$ cat config.mk
export PLATFORM = sky130hd
export DESIGN_NAME = hostctrl_loader
export DESIGN_NICKNAME = d
export VERILOG_FILES = /design/src/rtl/hostctrl_loader.sv
export SDC_FILE = /design/constraint.sdc
export NUM_CORES = 1
export LEC_CHECK = 0
export CAP_MARGIN = 5
export CORE_UTILIZATION = 30
export CTS_BUF_LIST = sky130_fd_sc_hd__clkbuf_4
export CTS_CLUSTER_SIZE = 14
export DETAILED_ROUTE_END_ITERATION = 10
export SETUP_SLACK_MARGIN = 0.02
export SLEW_MARGIN = 15
export SYNTH_ARGS = -nofsm -noshare
export SYNTH_HDL_FRONTEND = slang
export SYNTH_SLANG_ARGS = --single-unit
export TNS_END_PERCENT = 20
$ cat constraint.sdc
create_clock -name wb_clk_i -period 1.9 [get_ports wb_clk_i]
set_input_delay 0.19 -clock wb_clk_i [delete_from_list [all_inputs] [get_ports wb_clk_i]]
set_output_delay 0.19 -clock wb_clk_i [all_outputs]
set_load 0.005 [all_outputs]
$ cat src/rtl/hostctrl_loader.sv
// Byte-serial boot loader: assembles address/data word pairs from a host
// handshake and writes them to memory over a Wishbone master port.
module hostctrl_loader #(
    parameter int WB_TIMEOUT = 255
) (
    input  logic        wb_clk_i,
    input  logic        wb_rst_n_i,
    input  logic [7:0]  hostctrl_data,
    input  logic        hostctrl_valid,
    input  logic        hostctrl_done,
    output logic        hostctrl_ack_data,
    output logic        hostctrl_ack,
    output logic [31:0] wb_adr_o,
    output logic [31:0] wb_dat_o,
    output logic [3:0]  wb_sel_o,
    output logic        wb_we_o,
    output logic        wb_cyc_o,
    output logic        wb_stb_o,
    output logic [2:0]  wb_cti_o,
    output logic [1:0]  wb_bte_o,
    input  logic [31:0] wb_dat_i,
    input  logic        wb_ack_i,
    input  logic        wb_err_i,
    output logic        cpu_rst_o,
    output logic        load_err_o,
    output logic [15:0] word_cnt_o
);

    localparam int TMO_W = $clog2(WB_TIMEOUT + 1);
    localparam logic [TMO_W-1:0] TMO_LAST = TMO_W'(WB_TIMEOUT - 1);

    typedef enum logic [2:0] {
        RECV, BYTE_ACK, WB_WRITE, WORD_ACK, DONE
    } state_t;

    state_t           state;
    logic [2:0]       byte_cnt;
    logic [31:0]      addr_q;
    logic [31:0]      data_q;
    logic [TMO_W-1:0] tmo_cnt;
    logic             skip_q;

    // Write-only master: read data is never consumed.
    logic unused_dat;
    assign unused_dat = ^wb_dat_i;

    // The received address is a word index; the bus wants a byte address.
    assign wb_adr_o = {addr_q[29:0], 2'b00};
    assign wb_dat_o = data_q;
    assign wb_cti_o = 3'b000;
    assign wb_bte_o = 2'b00;

    // NOTE: all state updates use non-blocking assignments so every register
    // samples pre-edge values; blocking here would create order-dependent logic.
    always_ff @(posedge wb_clk_i) begin
        if (!wb_rst_n_i) begin
            state             <= RECV;
            byte_cnt          <= '0;
            addr_q            <= '0;
            data_q            <= '0;
            tmo_cnt           <= '0;
            skip_q            <= 1'b0;
            word_cnt_o        <= '0;
            load_err_o        <= 1'b0;
            hostctrl_ack_data <= 1'b0;
            hostctrl_ack      <= 1'b0;
            wb_cyc_o          <= 1'b0;
            wb_stb_o          <= 1'b0;
            wb_we_o           <= 1'b0;
            wb_sel_o          <= 4'h0;
            cpu_rst_o         <= 1'b1;
        end else begin
            case (state)
                RECV: begin
                    if (skip_q) begin
                        // valid may still be high from the byte just acknowledged
                        skip_q <= 1'b0;
                    end else if (hostctrl_done && byte_cnt == 3'd0) begin
                        cpu_rst_o <= 1'b0;
                        state     <= DONE;
                    end else if (hostctrl_valid) begin
                        if (!byte_cnt[2])
                            addr_q[{byte_cnt[1:0], 3'b000} +: 8] <= hostctrl_data;
                        else
                            data_q[{byte_cnt[1:0], 3'b000} +: 8] <= hostctrl_data;
                        hostctrl_ack_data <= 1'b1;
                        state             <= BYTE_ACK;
                    end
                end
                BYTE_ACK: begin
                    if (!hostctrl_valid) begin
                        hostctrl_ack_data <= 1'b0;
                        if (byte_cnt == 3'd7) begin
                            byte_cnt <= '0;
                            tmo_cnt  <= '0;
                            wb_cyc_o <= 1'b1;
                            wb_stb_o <= 1'b1;
                            wb_we_o  <= 1'b1;
                            wb_sel_o <= 4'hF;
                            state    <= WB_WRITE;
                        end else begin
                            byte_cnt <= byte_cnt + 3'd1;
                            skip_q   <= 1'b1;
                            state    <= RECV;
                        end
                    end
                end
                WB_WRITE: begin
                    if (wb_err_i || wb_ack_i || tmo_cnt == TMO_LAST) begin
                        wb_cyc_o     <= 1'b0;
                        wb_stb_o     <= 1'b0;
                        wb_we_o      <= 1'b0;
                        wb_sel_o     <= 4'h0;
                        hostctrl_ack <= 1'b1;
                        // err wins over a simultaneous ack; no response means timeout
                        if (wb_err_i || !wb_ack_i)
                            load_err_o <= 1'b1;
                        else
                            word_cnt_o <= word_cnt_o + 16'd1;
                        state <= WORD_ACK;
                    end else begin
                        tmo_cnt <= tmo_cnt + 1'b1;
                    end
                end
                WORD_ACK: begin
                    if (hostctrl_valid || hostctrl_done) begin
                        hostctrl_ack <= 1'b0;
                        state        <= RECV;
                    end
                end
                DONE: begin
                    hostctrl_ack_data <= 1'b0;
                    hostctrl_ack      <= 1'b0;
                    cpu_rst_o         <= 1'b0;
                end
                default: state <= RECV;
            endcase
        end
    end

endmodule

==> results of run 1 <==
==> synthesized netlist by cell type (all sizes together) (9+ instances only) <==
library cell / count
o21ai: 31
nand2: 47
dfxtp: 98
a21oi: 37
nand3: 70
xor2: 14
nand4: 20
buf: 26
inv: 10
nor2: 35
ha: 9
clkbuf: 18
a22o: 16
==> per-layer routing <==
metal / wire length (µm) / track usage, % / vias up / share of wire (%)
met4: 94 / 4.01 / 0 / 0.84
met5: 0 / 0 / - / 0
li1: - / - / 1913 / -
met3: 709 / 4.54 / 7 / 6.4
met1: 5050 / 19.3 / 1763 / 45
met2: 5270 / 25.7 / 107 / 47
==> worst max-delay path by stage <==
stage	startpoint	depth (start not counted)	slack, ns	endpoint
final	state[0]$_SDFFE_PN0P_	7	0.14	tmo_cnt[7]$_SDFFE_PN0P_
after global routing	byte_cnt[0]$_SDFFE_PN0P_	7	-0.04	state[0]$_SDFFE_PN0P_
after CTS	tmo_cnt[3]$_SDFFE_PN0P_	5	0.06	state[0]$_SDFFE_PN0P_
after detailed placement	hostctrl_valid	6	-0.15	wb_dat_o[2]$_SDFFE_PN0P_
after global placement	hostctrl_valid	6	-0.05	wb_dat_o[0]$_SDFFE_PN0P_
after floorplan	byte_cnt[0]$_SDFFE_PN0P_	8	0.06	state[0]$_SDFFE_PN0P_
==> kinds of logic (layout without fill, tap and decap cells) <==
family	count (synthesis)	count (layout)	share of synthesized area [%]
compound gates	93	93	14.5
xor+xnor	22	22	4.48
fa+ha+maj	9	9	2.62
buf+inv	54	166	6.72
flops	98	98	45.6
mux	2	2	0.495
other cells	1	7	0.0872
simple gates	206	206	25.4
==> repair_timing <==
action | CTS | global route
endpoints found under the setup margin | 0 | 47
gates resized for setup | 0 | 7
hold buffers | 0 | 0
setup buffers | 0 | 4
hold endpoints to repair | 0 | 0
==> cell type report <==
class,count,share of cell area [%]
clock buffers,11,1.42
clock inverters,5,1.08
inverters,10,0.645
multi-input cells,339,36.2
flip-flops and latches,98,33.7
well taps,180,3.87
repair buffers,140,23.1
==> critical path: stages, from the launching register on <==
cell and delay [ns]:
dfxtp_1 0.41, buf_4 0.21, nor3b_4 0.25, o211ai_4 0.14, buf_4 0.16, a211oi_1 0.29, xnor2_1 0.16, nor2_1 0.06
==> sequential cells by signal (all words and copies together), names as in the netlist <==
name,flops
byte_cnt,3
tmo_cnt,8
word_cnt_o,16
hostctrl_ack_data,1
wb_dat_o,32
hostctrl_ack,1
load_err_o,1
wb_sel_o,1
skip_q,1
state,3
addr_q,30
cpu_rst_o,1
==> cells in the final DEF (no fill, tap or decap), types with 11 or more instances in the layout <==
master,count
xor2_1,14
nand2_1,45
clkbuf_4,11
a22o_1,16
nand4_1,20
nand3_1,69
clkdlybuf4s50_1,102
buf_4,35
a21oi_1,36
nor2_1,34
dfxtp_1,98
o21ai_2,19
==> power groups by stage <==
stage	sequential, mW	combinational (mW)	clock [mW]
2_1_floorplan	2.15	0.202	0
3_3_place_gp	2.15	0.345	0
3_5_place_dp	2.15	0.352	0
4_1_cts	2.11	0.353	1.19
5_1_grt	2.12	0.398	1.28
6_report	2.11	0.363	1.15
==> metrics by stage <==
step	power (mW)	setup WS (ns)	std cells	TNS (ns)	util [%]
after floorplan	2.35	0.0551	491	0	-
after global placement	2.50	-0.0455	763	-0.352	40.3
after detailed placement	2.51	-0.150	763	-1.40	40.3
after CTS	3.65	0.0646	779	0	41.3
after global routing	3.79	-0.0416	783	-0.0416	41.8
final	3.62	0.137	783	0	41.8
==> run_results.csv, run 1 <==
group,metric,value,unit
status,status,"finished, final reports clean",
power_and_ir_drop,ir_worst_vdd,0.269,mV
detailed_routing,drt_pass1_iterations,4,
power_and_ir_drop,p_clk_share,31.6,%
critical_path,reg2reg_to,"tmo_cnt[7]$_SDFFE_PN0P_",
critical_path,crit_fanout,8,
placement,portBuffers,102,
critical_path,timing.rr.start,"state[0]$_SDFFE_PN0P_",
critical_path,path_class,"reg -> reg",
detailed_routing,route.detailed.drc,0,
finish,fin_area,5820,µm²
sta,finalSetupViolCount,0,
critical_path,cp.required,2.26,ns
sta,clock_skew,0.0264,ns
synthesis,synth_edf_count,0,
sta,max_freq,567,MHz
critical_path,regToRegSetupSlack,0.14,ns
sta,tightest_slew,0.689,ns
min_path,min_to,"cpu_rst_o$_SDFFE_PN1P_",
global_route,grtUsageTotal,15.4,%
finish,nFillCells,1353,
power_and_ir_drop,p_leak,2.02,nW
global_route,grt_pass1_wl,17800,µm
critical_path,cp-start-kind,"register",
synthesis,syn_avg_cell_area,8.86,µm²
sta,hold_ws,0.456,ns
placement,gp_congestion,0.782,
placement,place_area,5610,µm²
floorplan,start_util,30.9,%
critical_path,worstPathArrival,2.12,ns
finish,seq_area,1960,µm²
finish,multi_input_area,2110,µm²
critical_path,end_kind,"register",
detailed_routing,ant_nets,0,
min_path,hp-class,"reg -> reg",
floorplan,die_w,122,µm
clock_tree,cts_root_buf,"clkbuf_4",
power_and_ir_drop,p_switching,0.936,mW
critical_path,reg2reg_depth,7,
detailed_routing,wire_per_inst,14.2,µm
detailed_routing,viasPerCell,4.84,
run,cap_violations,0,
min_path,worstHoldStart,"cpu_rst_o$_SDFFE_PN1P_",
synthesis,yosys.area.top_type,"dfxtp_1",
power_and_ir_drop,seqPwrFrac,58.3,%
synthesis,ys_seq_area_share,45.6,%
synthesis,synth_area_leaders,"dfxtp_1 46%, nand3_1 8.0%, a21oi_1 4.3%",
floorplan,die_h,122,µm
global_route,antenna_found_initial,0,
floorplan,dieArea,14800,µm²
sta,hold_violations,0,
min_path,hold_path_depth,2,
global_route,gr-total-overflow,0,
synthesis,ys_ff_latch,98,
clock_tree,insertion_delay,0.47,ns
sta,max_slew_margin,53.8,%
synthesis,yosys_most_used_dff,"dfxtp_1",
synthesis,syn_inst,485,
synthesis,yosysUniqueCellTypes,50,
power_and_ir_drop,swShare,25.9,%
floorplan,io_pins,142,
clock_tree,cts_num_sinks,98,
clock_tree,cts_tree,"built",
synthesis,syn-cell-area,4300,µm²
global_route,grt_max_degree,31,
clock_tree,cts_buffer_depth,2,
floorplan,row_count,43,
finish,drive_gt1_share,15.8,%
finish,fin_nets,653,
detailed_routing,vias,3790,
synthesis,synth_top_cell_area_share,45.6,%
global_route,grt_pass1_vias,3568,
synthesis,synth-warning-count,0,
sta,slew_violations,0,
synthesis,async_reset_ff_share,0,%
power_and_ir_drop,internal_power,2.68,mW
floorplan,core_area,13900,µm²
detailed_routing,routed_wl,11100,µm
clock_tree,htree_levels,3,
clock_tree,clk_pin_slew,0.14,ns
clock_tree,cts_made_buffers,9,
detailed_routing,drtIter0Drc,257,
sta,post-route-min-period,1.76,ns
power_and_ir_drop,pwr-share-comb,10.0,%
finish,insertedDiodeCount,0,
power_and_ir_drop,cellPowerDensity,622,nW/µm²
sta,rsz0062_at_grt,"yes",
placement,dp_hpwl,8150,µm
finish,area_delta_synth_final,35.4,%
sta,post-route-period-util,92.8,%
Note: power is estimated with default switching activity, not from simulation.
==> run 2: changes to the inputs <==
- CORE_ASPECT_RATIO: default -> 1.2
- CTS_CLUSTER_DIAMETER: default -> 100
==> run_results.csv, run 2 (synthesized netlist as in run 1, its figures left out) <==
group,metric,value,unit
floorplan,die_h,133,µm
floorplan,start_util,31.0,%
critical_path,regToRegSetupSlack,0.06,ns
detailed_routing,wire_per_inst,14.6,µm
detailed_routing,vias,3743,
critical_path,critPathMaxStageDelay,0.43,ns
sta,max_freq,543,MHz
critical_path,worstPathArrival,2.22,ns
min_path,hp-class,"reg -> reg",
sta,hold_violations,0,
critical_path,critPathBufInv,0,
critical_path,critPathCapture,"state[0]$_SDFFE_PN0P_",
detailed_routing,routed_wl,11200,µm
finish,drive_gt1_share,15.3,%
global_route,grt_pass1_vias,3548,
floorplan,io_pins,142,
clock_tree,cts_buffer_depth,2,
detailed_routing,drt_pass1_iterations,9,
sta,hold_ws,0.461,ns
global_route,antenna_found_initial,0,
finish,insertedDiodeCount,0,
floorplan,row_count,47,
critical_path,end_kind,"register",
critical_path,crit_fanout,7,
critical_path,reg2reg_depth,5,
min_path,hold_path_depth,2,
power_and_ir_drop,swShare,24.6,%
placement,gp_congestion,0.794,
detailed_routing,drtIter0Drc,165,
power_and_ir_drop,p_switching,0.903,mW
clock_tree,cts_num_sinks,98,
placement,place_area,5550,µm²
critical_path,path_depth,5,
power_and_ir_drop,pwr-share-comb,9.4,%
status,status,"finished with violations",
floorplan,dieArea,14800,µm²
critical_path,cpMaxStageDelayCell,"dfxtp_1",
critical_path,cp.required,2.28,ns
sta,post-route-min-period,1.84,ns
detailed_routing,ant_nets,0,
global_route,grt_max_degree,47,
critical_path,cp_top_family,"simple AND/OR/NAND/NOR gates",
sta,timing.final.ws_setup,0.0580,ns
floorplan,die_w,111,µm
placement,dp.cells,749,
sta,slew_violations,0,
sta,finalSetupViolCount,0,
clock_tree,insertion_delay,0.44,ns
power_and_ir_drop,cellPowerDensity,638,nW/µm²
critical_path,reg2reg_to,"state[0]$_SDFFE_PN0P_",
power_and_ir_drop,p_clk_share,33.2,%
detailed_routing,route.detailed.drc,16,
global_route,gr-total-overflow,0,
power_and_ir_drop,p_leak,1.99,nW
critical_path,path_class,"reg -> reg",
global_route,grtUsageTotal,15.0,%
clock_tree,clk_pin_slew,0.15,ns
power_and_ir_drop,internal_power,2.77,mW
finish,fin_nets,645,
placement,dp_worst_setup_slack,-0.148,ns
critical_path,crit_chain,"nand4_1, o211ai_4, o21ai_1, or3_1, a21oi_1",
sta,rsz0062_at_grt,"yes",
finish,final_common_cell,"clkdlybuf4s50_1",
critical_path,cp-start-kind,"register",
critical_path,startpoint,"tmo_cnt[3]$_SDFFE_PN0P_",
clock_tree,cts_tree,"built",
power_and_ir_drop,ir_worst_vdd,0.332,mV
run,cap_violations,0,
sta,max_slew_margin,51.6,%
sta,clock_skew,0.0157,ns
global_route,grt_pass1_wl,17800,µm
power_and_ir_drop,seqPwrFrac,57.4,%
finish,seq_area,1970,µm²
finish,final_cell_mix,"102 x clkdlybuf4s50_1, 95 x dfxtp_1, 69 x nand3_1, 43 x nand2_1, 37 x a21oi_1",
finish,fin_area,5760,µm²
finish,largest_reg_flops,32,
finish,nFillCells,1386,
clock_tree,cts_hold_buf,0,
finish,instances_no_fill,766,
status,failed_checks,"DRC",
detailed_routing,viasPerCell,4.89,
sta,tightest_slew,0.722,ns
clock_tree,cts_made_buffers,9,
finish,area_delta_synth_final,34.1,%
sta,post-route-period-util,96.9,%
floorplan,core_area,13900,µm²
clock_tree,htree_levels,3,
finish,multi_input_area,2120,µm²
placement,portBuffers,102,
placement,dp_hpwl,8220,µm
critical_path,timing.rr.start,"tmo_cnt[3]$_SDFFE_PN0P_",
clock_tree,cts_root_buf,"clkbuf_4",
-- run 2: layer usage --
metal	vias to the layer above	global-route usage [%]	part of all wire, %
li1	1895	-	-
met3	9	3.05	4.4
met1	1755	18.3	44
met5	-	0	0
met4	0	5.86	1.1
met2	84	25.8	50
-- run 2: metrics by stage --
stage               util, %  power (mW)  setup TNS [ns]
floorplan                 -        2.35               0
global placement       40.0        2.48           -1.49
detailed placement     40.0        2.49           -3.77
CTS                    41.1        3.71               0
global route           41.5        3.85         -0.0144
finish                 41.5        3.68               0
-- run 2: area by class of cell --
type                    instances  area share (%)
multi-input cells             339            36.8
repair buffers                132            22.1
clock inverters                 6            1.41
inverters                      10           0.651
flip-flops and latches         98            34.1
clock buffers                  10            1.30
well taps                     171            3.71
-- run 2: how the worst min path moves through the flow --
stage,endpoint,startpoint
2_1_floorplan,addr_q[6]$_SDFFE_PN0P_,hostctrl_data[6]
5_1_grt,cpu_rst_o$_SDFFE_PN1P_,cpu_rst_o$_SDFFE_PN1P_
6_report,cpu_rst_o$_SDFFE_PN1P_,cpu_rst_o$_SDFFE_PN1P_
4_1_cts,cpu_rst_o$_SDFFE_PN1P_,cpu_rst_o$_SDFFE_PN1P_
3_3_place_gp,cpu_rst_o$_SDFFE_PN1P_,cpu_rst_o$_SDFFE_PN1P_
3_5_place_dp,cpu_rst_o$_SDFFE_PN1P_,cpu_rst_o$_SDFFE_PN1P_
-- run 2: power by group through the flow --
stage                     Clock, mW  Combinational (mW)  Sequential [mW]
final                          1.22               0.346             2.11
after global routing           1.36               0.376             2.11
after detailed placement          0               0.340             2.15
after global placement            0               0.332             2.15
after CTS                      1.26               0.341             2.11
after floorplan                   0               0.202             2.15
-- run 2: what timing repair did --
item / CTS / global route
gates resized for setup: 0 / 13
endpoints found under the setup margin: 0 / 64
buffers inserted: 0 / 1
-- run 2: tightest hold or removal path, delay by kind of cell, from the launching register on --
| kind | cells | cell delay (ns) |
|---|---|---|
| flops | 1 | 0.34 |
| simple gates | 2 | 0.09 |
==> run 3: changes to the inputs <==
- clock period: 1.9 -> 2.09 ns (I/O delays scaled with it)
==> run_results.csv, run 3 (synthesized netlist as in run 1, its figures left out) <==
group,metric,value,unit
run,cap_violations,0,
clock_tree,clk_pin_slew,0.15,ns
sta,hold_violations,0,
finish,fin_nets,635,
critical_path,crit_fanout,9,
critical_path,path_class,"reg -> reg",
detailed_routing,route.detailed.drc,16,
critical_path,reg2reg_depth,6,
global_route,antenna_found_initial,0,
finish,area_delta_synth_final,30.2,%
sta,timing.final.ws_setup,0.166,ns
critical_path,cp.required,2.48,ns
detailed_routing,ant_nets,0,
detailed_routing,viasPerCell,4.93,
clock_tree,cts_buffer_depth,2,
critical_path,cp-start-kind,"register",
clock_tree,insertion_delay,0.46,ns
min_path,hp-class,"reg -> reg",
global_route,gr-total-overflow,0,
detailed_routing,vias,3724,
critical_path,timing.rr.start,"tmo_cnt[1]$_SDFFE_PN0P_",
floorplan,row_count,47,
clock_tree,htree_levels,3,
sta,slew_violations,0,
placement,dp_hpwl,8170,µm
critical_path,startpoint,"tmo_cnt[1]$_SDFFE_PN0P_",
power_and_ir_drop,p_total,3.22,mW
sta,clock_skew,0.0151,ns
floorplan,die_h,133,µm
sta,post-route-period-util,92.1,%
status,failed_checks,"DRC",
finish,final_common_cell,"clkdlybuf4s50_1",
power_and_ir_drop,ir_worst_vdd,0.309,mV
global_route,grtUsageTotal,15.0,%
detailed_routing,drt_pass1_iterations,7,
sta,max_freq,520,MHz
sta,tightest_slew,0.681,ns
floorplan,start_util,31.0,%
clock_tree,cts_made_buffers,9,
clock_tree,cts_root_buf,"clkbuf_4",
detailed_routing,drtIter0Drc,170,
finish,insertedDiodeCount,0,
critical_path,worstPathArrival,2.32,ns
sta,final.setup.tns,0,ns
finish,nFillCells,1413,
floorplan,io_pins,142,
critical_path,regToRegSetupSlack,0.17,ns
sta,post-route-min-period,1.92,ns
sta,max_slew_margin,54.4,%
clock_tree,cts_num_sinks,98,
clock_tree,cts_setup_buffers,0,
min_path,min_to,"cpu_rst_o$_SDFFE_PN1P_",
critical_path,end_kind,"register",
min_path,hold_path_depth,2,
detailed_routing,wire_per_inst,14.7,µm
status,status,"finished with violations",
sta,finalSetupViolCount,0,
finish,final_cell_mix,"102 x clkdlybuf4s50_1, 98 x dfxtp_1, 69 x nand3_1, 45 x nand2_1, 37 x a21oi_1",
floorplan,dieArea,14800,µm²
power_and_ir_drop,cellPowerDensity,576,nW/µm²
clock_tree,cts_hold_buf,0,
global_route,grt_pass1_vias,3522,
clock_tree,cts_tree,"built",
placement,portBuffers,102,
critical_path,reg2reg_to,"state[0]$_SDFFE_PN0P_",
finish,drive_gt1_share,12.1,%
sta,rsz0062_at_grt,"yes",
placement,dp_worst_setup_slack,0.0116,ns
global_route,grt_max_degree,44,
min_path,worstHoldStart,"cpu_rst_o$_SDFFE_PN1P_",
floorplan,core_area,13900,µm²
detailed_routing,routed_wl,11100,µm
floorplan,die_w,111,µm
clock_tree,cts_resized,0,
sta,hold_ws,0.459,ns
power_and_ir_drop,p_leak,1.92,nW
global_route,grt_pass1_wl,17900,µm
finish,largest_reg_flops,32,
placement,gp_congestion,0.786,
-- run 3: changes by cell type in the layout (fill, tap and decap cells not counted), sizes merged --
| cell | previous run | this run |
|---|---|---|
| buf | 30 | 20 |
| clkinvlp | 0 | 1 |
| bufinv | 2 | 1 |
| clkbuf | 10 | 9 |
| inv | 10 | 11 |
-- run 3: critical path, stage by stage (launching register included) --
cell	delay, ns
dfxtp_1	0.46
ha_1	0.20
nand3_1	0.11
o211ai_2	0.37
o21ai_1	0.21
or3_1	0.40
a21oi_1	0.13
-- run 3: how the worst max path moves through the flow --
stage,slack (ns),cells after the start,endpoint
after global routing,0.002,7,addr_q[22]$_SDFFE_PN0P_
final,0.17,6,state[0]$_SDFFE_PN0P_
after detailed placement,0.01,7,wb_dat_o[14]$_SDFFE_PN0P_
after CTS,0.15,7,wb_dat_o[16]$_SDFFE_PN0P_
after floorplan,0.16,8,state[0]$_SDFFE_PN0P_
after global placement,0.03,7,wb_dat_o[27]$_SDFFE_PN0P_
-- run 3: stage by stage --
| stage | instances | utilization [%] | cell area, µm² |
|---|---|---|---|
| floorplan | 491 | - | 4320 |
| global placement | 740 | 39.3 | 5460 |
| detailed placement | 740 | 39.3 | 5460 |
| CTS | 756 | 40.3 | 5590 |
| global route | 756 | 40.3 | 5600 |
| finish | 756 | 40.3 | 5600 |
-- run 3: layout make-up --
class,instances,area (µm²),share of cell area (%)
Sequential cell,98,1960,35.0
Clock inverter,7,68.8,1.23
Clock buffer,9,67.6,1.21
Tap cell,171,214,3.82
Multi-Input combinational cell,339,2080,37.1
Timing Repair Buffer,122,1170,20.9
Inverter,10,37.5,0.671
-- run 3: power breakdown --
| group | internal (mW) | switching, mW | total [mW] |
|---|---|---|---|
| clock network | 0.364 | 0.644 | 1.01 |
| registers | 1.89 | 0.0226 | 1.92 |
| logic | 0.128 | 0.173 | 0.300 |
-- run 3: per-layer routing --
| layer | global-route usage, % | wire length, µm |
|---|---|---|
| met3 | 2.37 | 484 |
| met4 | 5.18 | 170 |
| met2 | 26.2 | 5570 |
| met5 | 0 | 0 |
| met1 | 18.6 | 4900 |
